### config.mk
export PLATFORM = sky130hd
export DESIGN_NAME = mem_arbiter_flat
export DESIGN_NICKNAME = d
export VERILOG_FILES = /design/src/rtl/mem_arb_pkg.sv /design/src/rtl/mem_arb_if.sv /design/src/rtl/mem_arbiter_rd_tag_fifo.sv /design/src/rtl/mem_arbiter.sv /design/src/flat_wrapper.sv
export SDC_FILE = /design/constraint.sdc
export NUM_CORES = 1
export LEC_CHECK = 0
export ABC_AREA = 1
export CAP_MARGIN = 5
export CORE_ASPECT_RATIO = 1.1
export CORE_MARGIN = 1.5
export CORE_UTILIZATION = 28
export CTS_CLUSTER_SIZE = 8
export DETAILED_ROUTE_END_ITERATION = 6
export HOLD_SLACK_MARGIN = 0.1
export PLACE_DENSITY = 0.86
export SLEW_MARGIN = 20
export SYNTH_ARGS = -nofsm -noshare
export SYNTH_HDL_FRONTEND = slang
export SYNTH_HIERARCHICAL = 1
export SYNTH_SLANG_ARGS = --single-unit
### constraint.sdc
create_clock -name clock -period 3.3 [get_ports clock]
set_input_delay 0.99 -clock clock [delete_from_list [all_inputs] [get_ports clock]]
set_output_delay 0.99 -clock clock [all_outputs]
set_load 0.03 [all_outputs]
### src/rtl/mem_arb_pkg.sv
// Shared constants and helpers for the two-master memory arbiter.
package mem_arb_pkg;

  localparam int unsigned NUM_MASTERS = 2;
  localparam int unsigned MASTER_TEST = 0;
  localparam int unsigned MASTER_HOST = 1;

  // Pointer width for a power-of-two FIFO: index bits plus one wrap bit.
  function automatic int unsigned ptr_width(input int unsigned depth);
    return $clog2(depth) + 1;
  endfunction

endpackage : mem_arb_pkg

### src/rtl/mem_arb_if.sv
// Memory-bus bundle: master-side request/response, slave-side bus and arbiter status.
interface mem_arb_if
  import mem_arb_pkg::*;
#(
  parameter int unsigned ADDR_WIDTH  = 20,
  parameter int unsigned DATA_WIDTH  = 16,
  parameter int unsigned MAX_PENDING = 4
) ();

  localparam int unsigned BE_WIDTH   = DATA_WIDTH / 8;
  localparam int unsigned PEND_WIDTH = $clog2(MAX_PENDING) + 1;

  // Master side
  logic [NUM_MASTERS*ADDR_WIDTH-1:0] m_address;
  logic [NUM_MASTERS*BE_WIDTH-1:0]   m_byteenable;
  logic [NUM_MASTERS-1:0]            m_read;
  logic [NUM_MASTERS-1:0]            m_write;
  logic [NUM_MASTERS*DATA_WIDTH-1:0] m_writedata;
  logic [NUM_MASTERS-1:0]            m_waitrequest;
  logic [DATA_WIDTH-1:0]             m_readdata;
  logic [NUM_MASTERS-1:0]            m_readdataready;

  // Slave side
  logic [ADDR_WIDTH-1:0]             address;
  logic [BE_WIDTH-1:0]               byteenable;
  logic                              read;
  logic                              write;
  logic [DATA_WIDTH-1:0]             writedata;
  logic                              waitrequest;
  logic [DATA_WIDTH-1:0]             readdata;
  logic                              readdataready;

  // Status
  logic                              grant;
  logic [PEND_WIDTH-1:0]             pending_count;
  logic                              orphan_err;

  // Requesting masters' view
  modport master (
    output m_address, m_byteenable, m_read, m_write, m_writedata,
    input  m_waitrequest, m_readdata, m_readdataready
  );

  // Memory (slave) view
  modport slave (
    input  address, byteenable, read, write, writedata,
    output waitrequest, readdata, readdataready
  );

  // Arbiter view: sits between masters and slave
  modport arb (
    input  m_address, m_byteenable, m_read, m_write, m_writedata,
    output m_waitrequest, m_readdata, m_readdataready,
    output address, byteenable, read, write, writedata,
    input  waitrequest, readdata, readdataready,
    output grant, pending_count, orphan_err
  );

endinterface : mem_arb_if

### src/rtl/mem_arbiter_rd_tag_fifo.sv
// In-order tag FIFO remembering which master issued each outstanding read.
module rd_tag_fifo
  import mem_arb_pkg::*;
#(
  parameter int unsigned DEPTH = 4
) (
  input  logic                        clock,
  input  logic                        reset,
  input  logic                        push,
  input  logic                        push_id,
  input  logic                        pop,
  output logic                        head_id,
  output logic                        empty,
  output logic                        full,
  output logic [ptr_width(DEPTH)-1:0] count
);

  localparam int unsigned PW = ptr_width(DEPTH);
  localparam int unsigned IW = PW - 1;

  logic [PW-1:0]    wr_ptr_q, wr_ptr_d;
  logic [PW-1:0]    rd_ptr_q, rd_ptr_d;
  logic [DEPTH-1:0] mem_q, mem_d;

  // Occupancy and flags derived from the wrap-bit pointers
  assign count   = wr_ptr_q - rd_ptr_q;
  assign empty   = (count == '0);
  assign full    = (count == PW'(DEPTH));
  assign head_id = mem_q[rd_ptr_q[IW-1:0]];

  // Next-state for storage and pointers
  always_comb begin
    wr_ptr_d = wr_ptr_q;
    rd_ptr_d = rd_ptr_q;
    mem_d    = mem_q;
    if (push && !full) begin
      mem_d[wr_ptr_q[IW-1:0]] = push_id;
      wr_ptr_d                = wr_ptr_q + PW'(1);
    end
    if (pop && !empty) begin
      rd_ptr_d = rd_ptr_q + PW'(1);
    end
  end

  // State registers
  always_ff @(posedge clock or posedge reset) begin
    if (reset) begin
      wr_ptr_q <= '0;
      rd_ptr_q <= '0;
      mem_q    <= '0;
    end else begin
      wr_ptr_q <= wr_ptr_d;
      rd_ptr_q <= rd_ptr_d;
      mem_q    <= mem_d;
    end
  end

endmodule : rd_tag_fifo

### src/rtl/mem_arbiter.sv
// Two-master round-robin arbiter for one SRAM port with in-order read-return steering.
module mem_arbiter
  import mem_arb_pkg::*;
#(
  parameter int unsigned ADDR_WIDTH  = 20,
  parameter int unsigned DATA_WIDTH  = 16,
  parameter int unsigned MAX_PENDING = 4
) (
  input  logic  clock,
  input  logic  reset,
  mem_arb_if.arb bus
);

  localparam int unsigned BE_WIDTH = DATA_WIDTH / 8;
  localparam int unsigned PW       = ptr_width(MAX_PENDING);

  logic          grant_q, grant_d;
  logic          orphan_q, orphan_d;
  logic          g, o;
  logic [1:0]    req;
  logic          rd_block;
  logic          wait_g;
  logic          accepted;
  logic          fifo_push, fifo_pop;
  logic          fifo_head, fifo_empty, fifo_full;
  logic [PW-1:0] fifo_count;

  assign g   = grant_q;
  assign o   = ~grant_q;
  assign req = bus.m_read | bus.m_write;

  // Zero-latency forwarding of the granted master's request
  assign bus.address    = g ? bus.m_address[2*ADDR_WIDTH-1:ADDR_WIDTH]
                            : bus.m_address[ADDR_WIDTH-1:0];
  assign bus.byteenable = g ? bus.m_byteenable[2*BE_WIDTH-1:BE_WIDTH]
                            : bus.m_byteenable[BE_WIDTH-1:0];
  assign bus.writedata  = g ? bus.m_writedata[2*DATA_WIDTH-1:DATA_WIDTH]
                            : bus.m_writedata[DATA_WIDTH-1:0];

  // Reads stall once the tag FIFO is full (registered count, so no overflow)
  assign rd_block  = bus.m_read[g] & fifo_full;
  assign wait_g    = bus.waitrequest | rd_block;
  assign bus.read  = ~reset & bus.m_read[g] & ~rd_block;
  assign bus.write = ~reset & bus.m_write[g];

  // Only the granted master can see waitrequest low
  assign bus.m_waitrequest = reset ? 2'b11 : (g ? {wait_g, 1'b1} : {1'b1, wait_g});

  assign accepted  = (bus.read | bus.write) & ~wait_g;
  assign fifo_push = bus.read & ~wait_g;
  assign fifo_pop  = bus.readdataready & ~fifo_empty;

  // Read data is broadcast; the strobe goes to the master at the FIFO head
  assign bus.m_readdata      = bus.readdata;
  assign bus.m_readdataready = (reset || !fifo_pop) ? 2'b00 :
                               (fifo_head == 1'(MASTER_HOST)) ? 2'b10 : 2'b01;

  assign bus.grant         = grant_q;
  assign bus.pending_count = fifo_count;
  assign bus.orphan_err    = orphan_q;

  // Round-robin grant update and sticky orphan flag
  always_comb begin
    grant_d  = grant_q;
    orphan_d = orphan_q;
    if (req[o] && (!req[g] || accepted)) begin
      grant_d = o;
    end
    if (bus.readdataready && fifo_empty) begin
      orphan_d = 1'b1;
    end
  end

  // Grant and error registers
  always_ff @(posedge clock or posedge reset) begin
    if (reset) begin
      grant_q  <= 1'(MASTER_TEST);
      orphan_q <= 1'b0;
    end else begin
      grant_q  <= grant_d;
      orphan_q <= orphan_d;
    end
  end

  rd_tag_fifo #(
    .DEPTH (MAX_PENDING)
  ) u_rd_tag_fifo (
    .clock   (clock),
    .reset   (reset),
    .push    (fifo_push),
    .push_id (g),
    .pop     (fifo_pop),
    .head_id (fifo_head),
    .empty   (fifo_empty),
    .full    (fifo_full),
    .count   (fifo_count)
  );

endmodule : mem_arbiter

### src/flat_wrapper.sv
// flat-port wrapper written by rule: the top's interface ports become plain ports
module mem_arbiter_flat import mem_arb_pkg::*;
#(
  parameter int unsigned ADDR_WIDTH  = 20,
  parameter int unsigned DATA_WIDTH  = 16,
  parameter int unsigned MAX_PENDING = 4
)
  (clock, reset, bus_m_address, bus_m_byteenable, bus_m_read, bus_m_write, bus_m_writedata, bus_m_waitrequest, bus_m_readdata, bus_m_readdataready, bus_address, bus_byteenable, bus_read, bus_write, bus_writedata, bus_waitrequest, bus_readdata, bus_readdataready, bus_grant, bus_pending_count, bus_orphan_err);
  mem_arb_if #(.ADDR_WIDTH(ADDR_WIDTH), .DATA_WIDTH(DATA_WIDTH), .MAX_PENDING(MAX_PENDING)) bus_i ();
  input  logic clock;
  input  logic reset;
  input wire logic [$bits(bus_i.m_address)-1:0] bus_m_address;
  input wire logic [$bits(bus_i.m_byteenable)-1:0] bus_m_byteenable;
  input wire logic [$bits(bus_i.m_read)-1:0] bus_m_read;
  input wire logic [$bits(bus_i.m_write)-1:0] bus_m_write;
  input wire logic [$bits(bus_i.m_writedata)-1:0] bus_m_writedata;
  output wire logic [$bits(bus_i.m_waitrequest)-1:0] bus_m_waitrequest;
  output wire logic [$bits(bus_i.m_readdata)-1:0] bus_m_readdata;
  output wire logic [$bits(bus_i.m_readdataready)-1:0] bus_m_readdataready;
  output wire logic [$bits(bus_i.address)-1:0] bus_address;
  output wire logic [$bits(bus_i.byteenable)-1:0] bus_byteenable;
  output wire logic [$bits(bus_i.read)-1:0] bus_read;
  output wire logic [$bits(bus_i.write)-1:0] bus_write;
  output wire logic [$bits(bus_i.writedata)-1:0] bus_writedata;
  input wire logic [$bits(bus_i.waitrequest)-1:0] bus_waitrequest;
  input wire logic [$bits(bus_i.readdata)-1:0] bus_readdata;
  input wire logic [$bits(bus_i.readdataready)-1:0] bus_readdataready;
  output wire logic [$bits(bus_i.grant)-1:0] bus_grant;
  output wire logic [$bits(bus_i.pending_count)-1:0] bus_pending_count;
  output wire logic [$bits(bus_i.orphan_err)-1:0] bus_orphan_err;
  assign bus_i.m_address = bus_m_address;
  assign bus_i.m_byteenable = bus_m_byteenable;
  assign bus_i.m_read = bus_m_read;
  assign bus_i.m_write = bus_m_write;
  assign bus_i.m_writedata = bus_m_writedata;
  assign bus_m_waitrequest = bus_i.m_waitrequest;
  assign bus_m_readdata = bus_i.m_readdata;
  assign bus_m_readdataready = bus_i.m_readdataready;
  assign bus_address = bus_i.address;
  assign bus_byteenable = bus_i.byteenable;
  assign bus_read = bus_i.read;
  assign bus_write = bus_i.write;
  assign bus_writedata = bus_i.writedata;
  assign bus_i.waitrequest = bus_waitrequest;
  assign bus_i.readdata = bus_readdata;
  assign bus_i.readdataready = bus_readdataready;
  assign bus_grant = bus_i.grant;
  assign bus_pending_count = bus_i.pending_count;
  assign bus_orphan_err = bus_i.orphan_err;
  mem_arbiter #(.ADDR_WIDTH(ADDR_WIDTH), .DATA_WIDTH(DATA_WIDTH), .MAX_PENDING(MAX_PENDING)) u_core (.clock(clock), .reset(reset), .bus(bus_i));
endmodule
Word-level counts from Yosys, hierarchy flattened
Index checks and enable logic that the tools add are counted.
W data, S select, Z words.
- add/subtract/negate cells: 3
- bitwise operators: 15
- magnitude comparators: 5
- multiplexer cells: 20
- reductions and logical operators: 12
- equality and inequality tests: 1
- operators with widths (operator ; count):
    $mux W20 ; 1
    $mux W16 ; 1
    $mux W1 ; 10
    $mux W2 ; 5
    $and A1 B1 Y1 ; 7
    $add A3 B1 Y3 const B ; 2
    $lt A2 B3 Y1 const B ; 2
    $logic_and A1 B1 Y1 ; 5
    $not A1 Y1 ; 5
    $bwmux W4 ; 1
    $logic_not A1 Y1 ; 4
    $lt A1 B2 Y1 const B ; 2
    $eq A3 B3 Y1 const B ; 1
    $logic_not A3 Y1 ; 1
    $sub A3 B3 Y3 ; 1
    $bmux W1 S2 ; 1
    $demux W1 S2 ; 1
    $ge A2 B1 Y1 const B ; 1
    $logic_or A1 B1 Y1 ; 2
    $or A1 B1 Y1 ; 2
    $or A2 B2 Y2 ; 1
- logic and storage cells: 61
- output and inout port bits: 65
- flip-flop bits (word level): 12

Longest topological paths before layout
Gate-level depths: netlist of run 1.
- word-level depth: 9
- mapped depth: 16

Modules after synthesis
Netlist of run 1, hierarchy kept.
- modules (own cells, without submodules) (module ; cells each ; times used ; area an instance (um^2) ; sequential area each (um^2)):
    mem_arbiter ; 177 ; 1 ; 818.3 ; 50.0
    rd_tag_fifo ; 83 ; 1 ; 671.9 ; 250.2

Least setup slack after synthesis of run 1
OpenSTA, ideal clock, no wires.
- kind: register -> output
- start: register u_core.u_rd_tag_fifo.wr_ptr_q[0]
- end: output bus_m_readdataready[0]
- arrival: 2.084 ns
- slack: 0.226 ns
- data required time: 2.310 ns
- stages on the path, launching flop included: 11
- cell sequence: dfrtp_1 inv_1 ha_1 fa_1 nand2_1 inv_1 nand3_2 inv_1 nor2_1 nand2_1 nor2_1
- word-level cells in the longest chain between the ends: 7
- RTL lines (element ; RTL line ; RTL):
    start, declared ; mem_arbiter_rd_tag_fifo.sv:21 ; logic [PW-1:0] wr_ptr_q, wr_ptr_d;
    start signal, assigned ; mem_arbiter_rd_tag_fifo.sv:52 ; wr_ptr_q <= wr_ptr_d;
    $sub A3 B3 Y3 ; mem_arbiter_rd_tag_fifo.sv:26 ; assign count = wr_ptr_q - rd_ptr_q;
    $logic_not A3 Y1 ; mem_arbiter_rd_tag_fifo.sv:27 ; assign empty = (count == '0);
    named net u_core.fifo_empty ; mem_arbiter.sv:25 ; logic fifo_head, fifo_empty, fifo_full;
    $not A1 Y1 ; mem_arbiter.sv:51 ; assign fifo_pop = bus.readdataready & ~fifo_empty;
    $and A1 B1 Y1 ; mem_arbiter.sv:51 ;
    named net u_core.fifo_pop ; mem_arbiter.sv:24 ; logic fifo_push, fifo_pop;
    $logic_not A1 Y1 ; mem_arbiter.sv:55 ; assign bus.m_readdataready = (reset || !fifo_pop) ? 2'b00 :
    $logic_or A1 B1 Y1 ; mem_arbiter.sv:55 ;
    $mux W2 ; mem_arbiter.sv:55 ;
    end, declared ; flat_wrapper.sv:19 ; output wire logic [$bits(bus_i.m_readdataready)-1:0] bus_m_readdataready;
The timed path passes the listed nets, and every way through them passes these cells.

Final worst setup path of run 1
- start: input bus_m_address[14]
- end: output bus_address[14]
- word-level cells in the longest chain between the ends: 1
- RTL lines (element ; RTL line ; RTL):
    start, declared ; flat_wrapper.sv:12 ; input wire logic [$bits(bus_i.m_address)-1:0] bus_m_address;
    $mux W20 ; mem_arbiter.sv:33 ; assign bus.address = g ? bus.m_address[2*ADDR_WIDTH-1:ADDR_WIDTH]
    end, declared ; flat_wrapper.sv:20 ; output wire logic [$bits(bus_i.address)-1:0] bus_address;
Every way passes these cells.

==> impl_results.md, run 1 <==
* Drt drc at 0
* Critical path class: input pin to output pin
* Final count of hold timing violations at 0
* Dpl hpwl at 4140 um
* Final period util at 98.9%
* Largest family of logic cells by synthesized area: simple AND/OR/NAND/NOR gates
* Core area at 5070 sq um
* CP max stage delay at 0.67 ns
* Synthesized cell area at 1490 sq um
* H-tree depth at 1
* Hold WC Path Type: flop to flop
* CTS buffer count at 3
* Largest net degree at the start of global routing at 42
* MaxCap Viol Count at 0
* CP max-delay cell: clkdlybuf4s50_1
* Area share of xor/xnor cells in the synthesized design at 0.588%
* Setup bufs post-CTS at 0
* Vias at 1,934
* Yosys reg bits at 12
* Slew @ Worst Pin at 0.430 ns
* Largest area contributor in the netlist: nand2_1
* Share of cells above drive strength 1 at 8.82%
* Yosys warnings at 6
* Antenna-violating nets left at 0
* Final Max Slew Viols at 0
* Simple-Gate Fraction of Synth Area at 52.8%
* Crit end category: output pin
* Clk_lat worst skew at 0.24 ns
* CP bufs+invs at 2
* Number of global-route vias before repair at 1,874
* Initial Util at 29.4%
* Synth-to-layout area growth at 87.8%
* Synth Instances at 260
* Die H at 79.5 um
* Initial antenna violation count at 0
* Rel. slew slack at 71.3%
* Reg clk slew, reported paths at 0.05 ns
* WL per Instance at 11.5 um
* Pwr/cell area at 907 nW/um^2
* Worst setup SP type: input pin
* Largest cells by area after synthesis: nand2_1, dfrtp_1, buf_4, ha_1, inv_1
* Final instance area at 2800 sq um
* Gpl congestion at 0.834
* Family with the most delay on the worst path: buffers and inverters
* Crit path max fanout at 1
* Routed WL at 4980 um
* Diodes inserted at 0
* Buffers added on ports at 132
* Total Power at 2.54 mW
* Number of top-level pins at 165
* Clock Sinks at 12
* FMAX at 306 MHz
* Root Driver: clkbuf_8
* Grt total ovfl at 0
* Cts hold-fix bufs at 0
* Synth cell types at 23
* Post-Synth Adder-Cell Area at 6.38%
* RSZ-0062 raised after global routing: true
* Initial DRC count at 82
* Multiplexer share of the synthesized area at 0%
* Static leakage at 1.47 nW
* Register area share after synthesis at 20.2%
* Peak VDD IR at 0.000394 V
* Via-to-Cell Ratio at 4.48
* First-pass GRT wire length at 8110 um
* Final setup vio count at 0
* Post-Syn Nets at 367
* Die outline width at 72.6 um
* Critical Path RT at 2.31 ns
* Compound-Gate Fraction of Synth Area at 2.85%
* Total GRT Usage at 17.2%
* Placement Rows at 27
* Top-area cell type share of the netlist area at 38.8%
* Clock Tree Buf Depth at 2
* Status: completed
* WP data arrival at 2.27 ns
* Final min period at 3.26 ns
* CTS tree: yes
* # nets final at 482
* DR pass1 iterations at 6
* Syn_area_per_cell at 5.73 sq um
* Placement-stage cell area at 2720 sq um
* Clk_skew at 0.00483 ns
* Full die area at 5770 sq um
* Crit-path cells: clkdlybuf4s50_1 > nand2_1 > nand2_1 > clkdlybuf4s50_1
## report_power, final
group	leakage, nW	internal [mW]	total, mW	switching [mW]
registers	0.149	0.208	0.272	0.0640
logic	1.29	0.819	2.11	1.29
clock network	0.0288	0.105	0.156	0.0508
total	1.47	1.13	2.54	1.41
## metrics by stage
step | worst slack, ns | hold slack, ns | cells | util [%] | TNS [ns]
after floorplan | 0.226 | 0.441 | 260 | - | 0
after global placement | 0.0432 | 0.436 | 428 | 53.8 | 0
after detailed placement | 0.0248 | 0.449 | 428 | 53.8 | 0
after CTS | 0.0151 | 0.461 | 432 | 54.8 | 0
after global routing | -0.00589 | 0.483 | 432 | 55.2 | -0.00589
final | 0.0356 | 0.456 | 432 | 55.2 | 0
## worst paths after layout
path,cells after the start,startpoint,endpoint,slack (ns)
max,4,bus_m_address[14],bus_address[14],0.04
min,1,u_core/bus.orphan_err,u_core/bus.orphan_err,0.46
max reg2reg,14,u_core/u_rd_tag_fifo/wr_ptr_q[0],u_core/u_rd_tag_fifo/mem_q[3],1.02
min reg2reg,1,u_core/bus.orphan_err,u_core/bus.orphan_err,0.46
max in group asynchronous,2,reset,u_core/u_rd_tag_fifo/mem_q[3],1.88
min in group asynchronous,2,reset,u_core/bus.orphan_err,1.02
## what timing repair did
item,CTS,global route
resized for setup,0,9
hold endpoints to repair,0,0
setup endpoints to repair,0,11
## state kept, by name, indices dropped and copies added (netlist names)
register	count
u_core/bus.grant	1
u_core/bus.orphan_err	1
u_core/u_rd_tag_fifo/mem_q	4
u_core/u_rd_tag_fifo/rd_ptr_q	3
u_core/u_rd_tag_fifo/wr_ptr_q	3
## Yosys cell counts
master and number:
buf_4 17, a32oi_1 1, buf_6 2, xnor2_1 1, nand4_1 5, nor2_1 9, a21oi_1 1, a21oi_4 1
clkbuf_1 6, fa_1 1, ha_1 6, a21o_1 1, inv_4 1, nand2_4 2, nand2_2 5, nand3_1 10
dfrtp_1 12, inv_2 2, inv_1 16, o21ai_1 1, nand3_2 4, nand2_1 154, buf_2 2
## per-layer routing
metal	vias up	GRT usage (%)	routed length (um)
met2	95	32.1	2580
met4	0	2.45	12
met3	2	4.29	407
met1	837	19.8	1970
li1	1000	-	-
met5	-	0	0
## cell type report
cell class,instances,area [sq um]
inverter,19,73.8
multi-input combinational,202,938
fill,488,2270
clock buffer,4,55.1
sequential,12,300
timing repair buffer,137,1360
tap,58,72.6
## cell families after synthesis
| family | count (synthesis) |
|---|---|
| compound gates | 5 |
| xor+xnor | 1 |
| fa+ha+maj | 7 |
| buf+inv | 46 |
| flops | 12 |
| simple gates | 189 |
## cells in the final DEF (no fill, tap or decap), types with 2 or more instances in the layout
master,n
nand4_1,5
inv_1,15
dfrtp_1,12
dlymetal6s2s_1,6
nand3_1,10
clkdlybuf4s50_1,120
buf_4,11
nand2_1,154
nand3_2,4
clkbuf_8,4
nand2_2,5
nor2_1,8
nand2_4,2
ha_1,6
inv_2,3
Note: power is estimated with default switching activity, not from simulation.
==> run 2: changes to the inputs <==
- HOLD_SLACK_MARGIN: 0.1 -> 0.08
==> results of run 2 <==
Final layout, timing and power as in run 1 (identical DEF).
==> run 3: changes to the inputs <==
- CORE_UTILIZATION: 28 -> 27
- SYNTH_HIERARCHICAL: 1 -> default
==> run 3 against run 2 <==
  * The run now ends with DRC left
  * Wire length down 0.66%
  * Synthesized cell count down 8.5%
  * Hold slack better by 0.028 ns
  * Final area down 2.6%
  * Combinational power down 5%
  * Total power down 3.8%
  * Core utilization down 0.71 points
  * Largest cell class unchanged
==> impl_results.md, run 3 <==
* Status: finished with violations
* Failing checks: DRC
* Final period util at 99.1% (+0.13 points)
* Placement Rows at 27 (unchanged)
* Most instantiated library cell after synthesis: nand2_1
* Clock power frac at 6.7% (+0.6 points)
* Int Power at 1.11 mW (-2.3%)
* Placement-stage cell area at 2630 sq um (-3.4%)
* Multi-input gate area at 863 sq um (-8.0%)
* Synthesized cell area at 1400 sq um (-6.4%)
* Initial DRC count at 69 (-16%)
* WP data arrival at 2.28 ns (about the same)
* Diodes inserted at 0 (unchanged)
* Buffers added on ports at 132 (unchanged)
* Synth-to-layout area growth at 95.4%
* Antenna-violating nets left at 0 (unchanged)
* CTS tree: yes
* Compound-Gate Fraction of Synth Area at 5.74% (+2.9 points)
* Register area share after synthesis at 21.5% (+1.4 points)
* Fillers at 469 (-3.9%)
* Dpl ws at 0.0328 ns (+0.00796 ns)
* Synth Instances at 238 (-8.5%)
* Initial antenna violation count at 0 (unchanged)
* Flop pwr share at 11.2% (+0.5 points)
* Clk_lat worst skew at 0.24 ns (about the same)
* Asr flop ratio synth at 100% (unchanged)
* Final Max Slew Viols at 0 (unchanged)
* DR pass1 iterations at 7 (+1)
* Initial Util at 27.9% (-1.5 points)
* H-tree depth at 1 (unchanged)
* Slew @ Worst Pin at 0.431 ns (+0.000831 ns)
* Pwr/cell area at 896 nW/um^2 (-1.2%)
* Core area at 5000 sq um (-1.3%)
* Dpl hpwl at 4050 um (-2.2%)
* Crit end category: output pin
* Final count of hold timing violations at 0 (unchanged)
* Simple-Gate Fraction of Synth Area at 46.3% (-6.5 points)
* Hold slack at 0.484 ns (+0.0281 ns)
* Via-to-Cell Ratio at 4.48 (about the same)
* Critical path class: input pin to output pin
* CP max stage delay at 0.66 ns (about the same)
* Top-area cell type share of the netlist area at 37.1% (-1.7 points)
* Full die area at 5610 sq um (-2.8%)
* Yosys warnings at 0 (-6)
* Crit path max fanout at 1 (unchanged)
* Final WS setup at 0.0313 ns (-0.00427 ns)
* CP max-delay cell: clkdlybuf4s50_1
* Die H at 78.4 um (-1.4%)
* NetSw at 1.34 mW (-5.0%)
* Most common cell after layout, fill and taps aside: nand2_1
* Max FFs per register at 4 (unchanged)
* WL per Instance at 12.0 um (+4.4%)
* Final instance area at 2730 sq um (-2.6%)
* FMAX at 306 MHz (-0.13%)
* Number of global-route vias before repair at 1,724 (-8.0%)
* Static leakage at 1.44 nW (-2.4%)
* Number of synthesized flops with an enable pin at 0 (unchanged)
* # nets final at 461 (-4.4%)
* Vias at 1,840 (-4.9%)
* Largest cells by area after synthesis: nand2_1, dfrtp_1, buf_4, ha_1, inv_1
* Post-Syn Nets at 345 (-6.0%)
* Critical Path RT at 2.31 ns (about the same)
* Largest area contributor in the netlist: nand2_1
* Switching Share at 54.8% (-0.69 points)
* Multiplexer share of the synthesized area at 0% (unchanged)
* Area share of xor/xnor cells in the synthesized design at 2.51% (+1.9 points)
* Clock Tree Buf Depth at 2 (unchanged)
* Ys flop type: dfrtp_1
* Most flops, register: u_core.u_rd_tag_fifo.mem_q
* Root Driver: clkbuf_8
* Gpl congestion at 0.837 (+0.37%)
* Post-Synth Adder-Cell Area at 6.82% (+0.43 points)
* Hold WC Path Type: flop to flop
* Peak VDD IR at 0.000363 V (-8.0%)
* Largest net degree at the start of global routing at 46 (+9.5%)
* Logic pwr share at 82.1% (-1.1 points)
* Synth cell types at 26 (+13%)
* Clock Sinks at 12 (unchanged)
* Total GRT Usage at 17.2% (+0.074 points)
* Syn_area_per_cell at 5.86 sq um (+2.3%)
* First-pass GRT wire length at 7800 um (-3.7%)
* Synth top cells by count: nand2_1, inv_1, buf_4
* Setup TNS at 0 ns (unchanged)
* CTS buffer count at 3 (unchanged)
* Worst setup SP type: input pin
* Cts hold-fix bufs at 0 (unchanged)
* Final setup vio count at 0 (unchanged)
* Area occupied by registers at 300 sq um (unchanged)
* Routed WL at 4950 um (-0.66%)
* Regs by FF count: u_core.u_rd_tag_fifo.mem_q (4), u_core.u_rd_tag_fifo.rd_ptr_q (3), u_core.u_rd_tag_fifo.wr_ptr_q (3)
* Largest family of logic cells by synthesized area: simple AND/OR/NAND/NOR gates
* Clk_skew at 0.00286 ns (-0.00196 ns)
* Grt total ovfl at 0 (unchanged)
* Yosys reg bits at 12 (unchanged)
* Rel. slew slack at 71.3% (about the same)
* Die outline width at 71.5 um (-1.4%)
* Drt drc at 3 (+3)
* Total Power at 2.44 mW (-3.8%)
* Final min period at 3.27 ns (+0.00427 ns)
* Most frequent cells in the layout: nand2_1, clkdlybuf4s50_1, inv_1, dfrtp_1, buf_4
* Crit-path cells: clkdlybuf4s50_1 > nand2_1 > nand2_1 > clkdlybuf4s50_1
* Reg clk slew, reported paths at 0.06 ns (about the same)
* Share of cells above drive strength 1 at 7.93% (-0.89 points)
* MaxCap Viol Count at 0 (unchanged)
* Number of top-level pins at 165 (unchanged)
## run 3: final timing paths
path                                             startpoint                               end  slack (ns)  cells past startpoint
hold / removal                        u_core.bus.orphan_err             u_core.bus.orphan_err        0.48                      1
setup / recovery                         bus_m_writedata[3]                  bus_writedata[3]        0.03                      4
max in group asynchronous                             reset     u_core.u_rd_tag_fifo.mem_q[0]        1.85                      3
hold reg to reg                       u_core.bus.orphan_err             u_core.bus.orphan_err        0.48                      1
setup reg to reg           u_core.u_rd_tag_fifo.wr_ptr_q[0]  u_core.u_rd_tag_fifo.rd_ptr_q[2]        1.26                     10
min in group asynchronous                             reset             u_core.bus.orphan_err        1.29                      3
## run 3: area by class of cell
type	instances	share of cell area, %
clock buffer	4	2.02
inverter	20	2.85
multi-input combinational	181	31.7
sequential	12	11.0
tap	58	2.66
timing repair buffer	136	49.8
## run 3: critical path, delay by kind of cell
kind,cells,cell delay [ns]
buffers and inverters,2,1.14
and+or+nand+nor,2,0.15
## run 3: power groups by stage
stage	Combinational (mW)	Sequential, mW	Clock (mW)
after floorplan	1.26	0.282	0
after global placement	1.97	0.272	0
after detailed placement	2.00	0.277	0
after CTS	2.01	0.275	0.167
after global routing	2.18	0.283	0.176
final	2.00	0.275	0.164
## run 3: kinds of logic after synthesis
kind of cell             Yosys count
flip-flops                        12
buffers and inverters             45
AO/OA/AOI/OAI                     13
XOR/XNOR                           4
adder cells (fa/ha/maj)            7
AND/OR/NAND/NOR                  157
## run 3: repair_timing
item	CTS	global route
gates resized for setup	0	11
buffers inserted	0	1
setup endpoints to repair	0	12
## run 3: through the flow
| step | std cells | util [%] |
|---|---|---|
| after global placement | 406 | 52.7 |
| after CTS | 410 | 53.8 |
| final | 411 | 54.5 |
| after detailed placement | 406 | 52.7 |
| after floorplan | 238 | - |
| after global routing | 411 | 54.5 |
## run 3: per-layer routing
metal	global-route usage, %	vias up	part of all wire, %
met2	29.3	97	50
met1	20.4	801	38
met3	5.39	9	10
met4	6.04	0	1.6
li1	-	933	-
met5	0	-	0
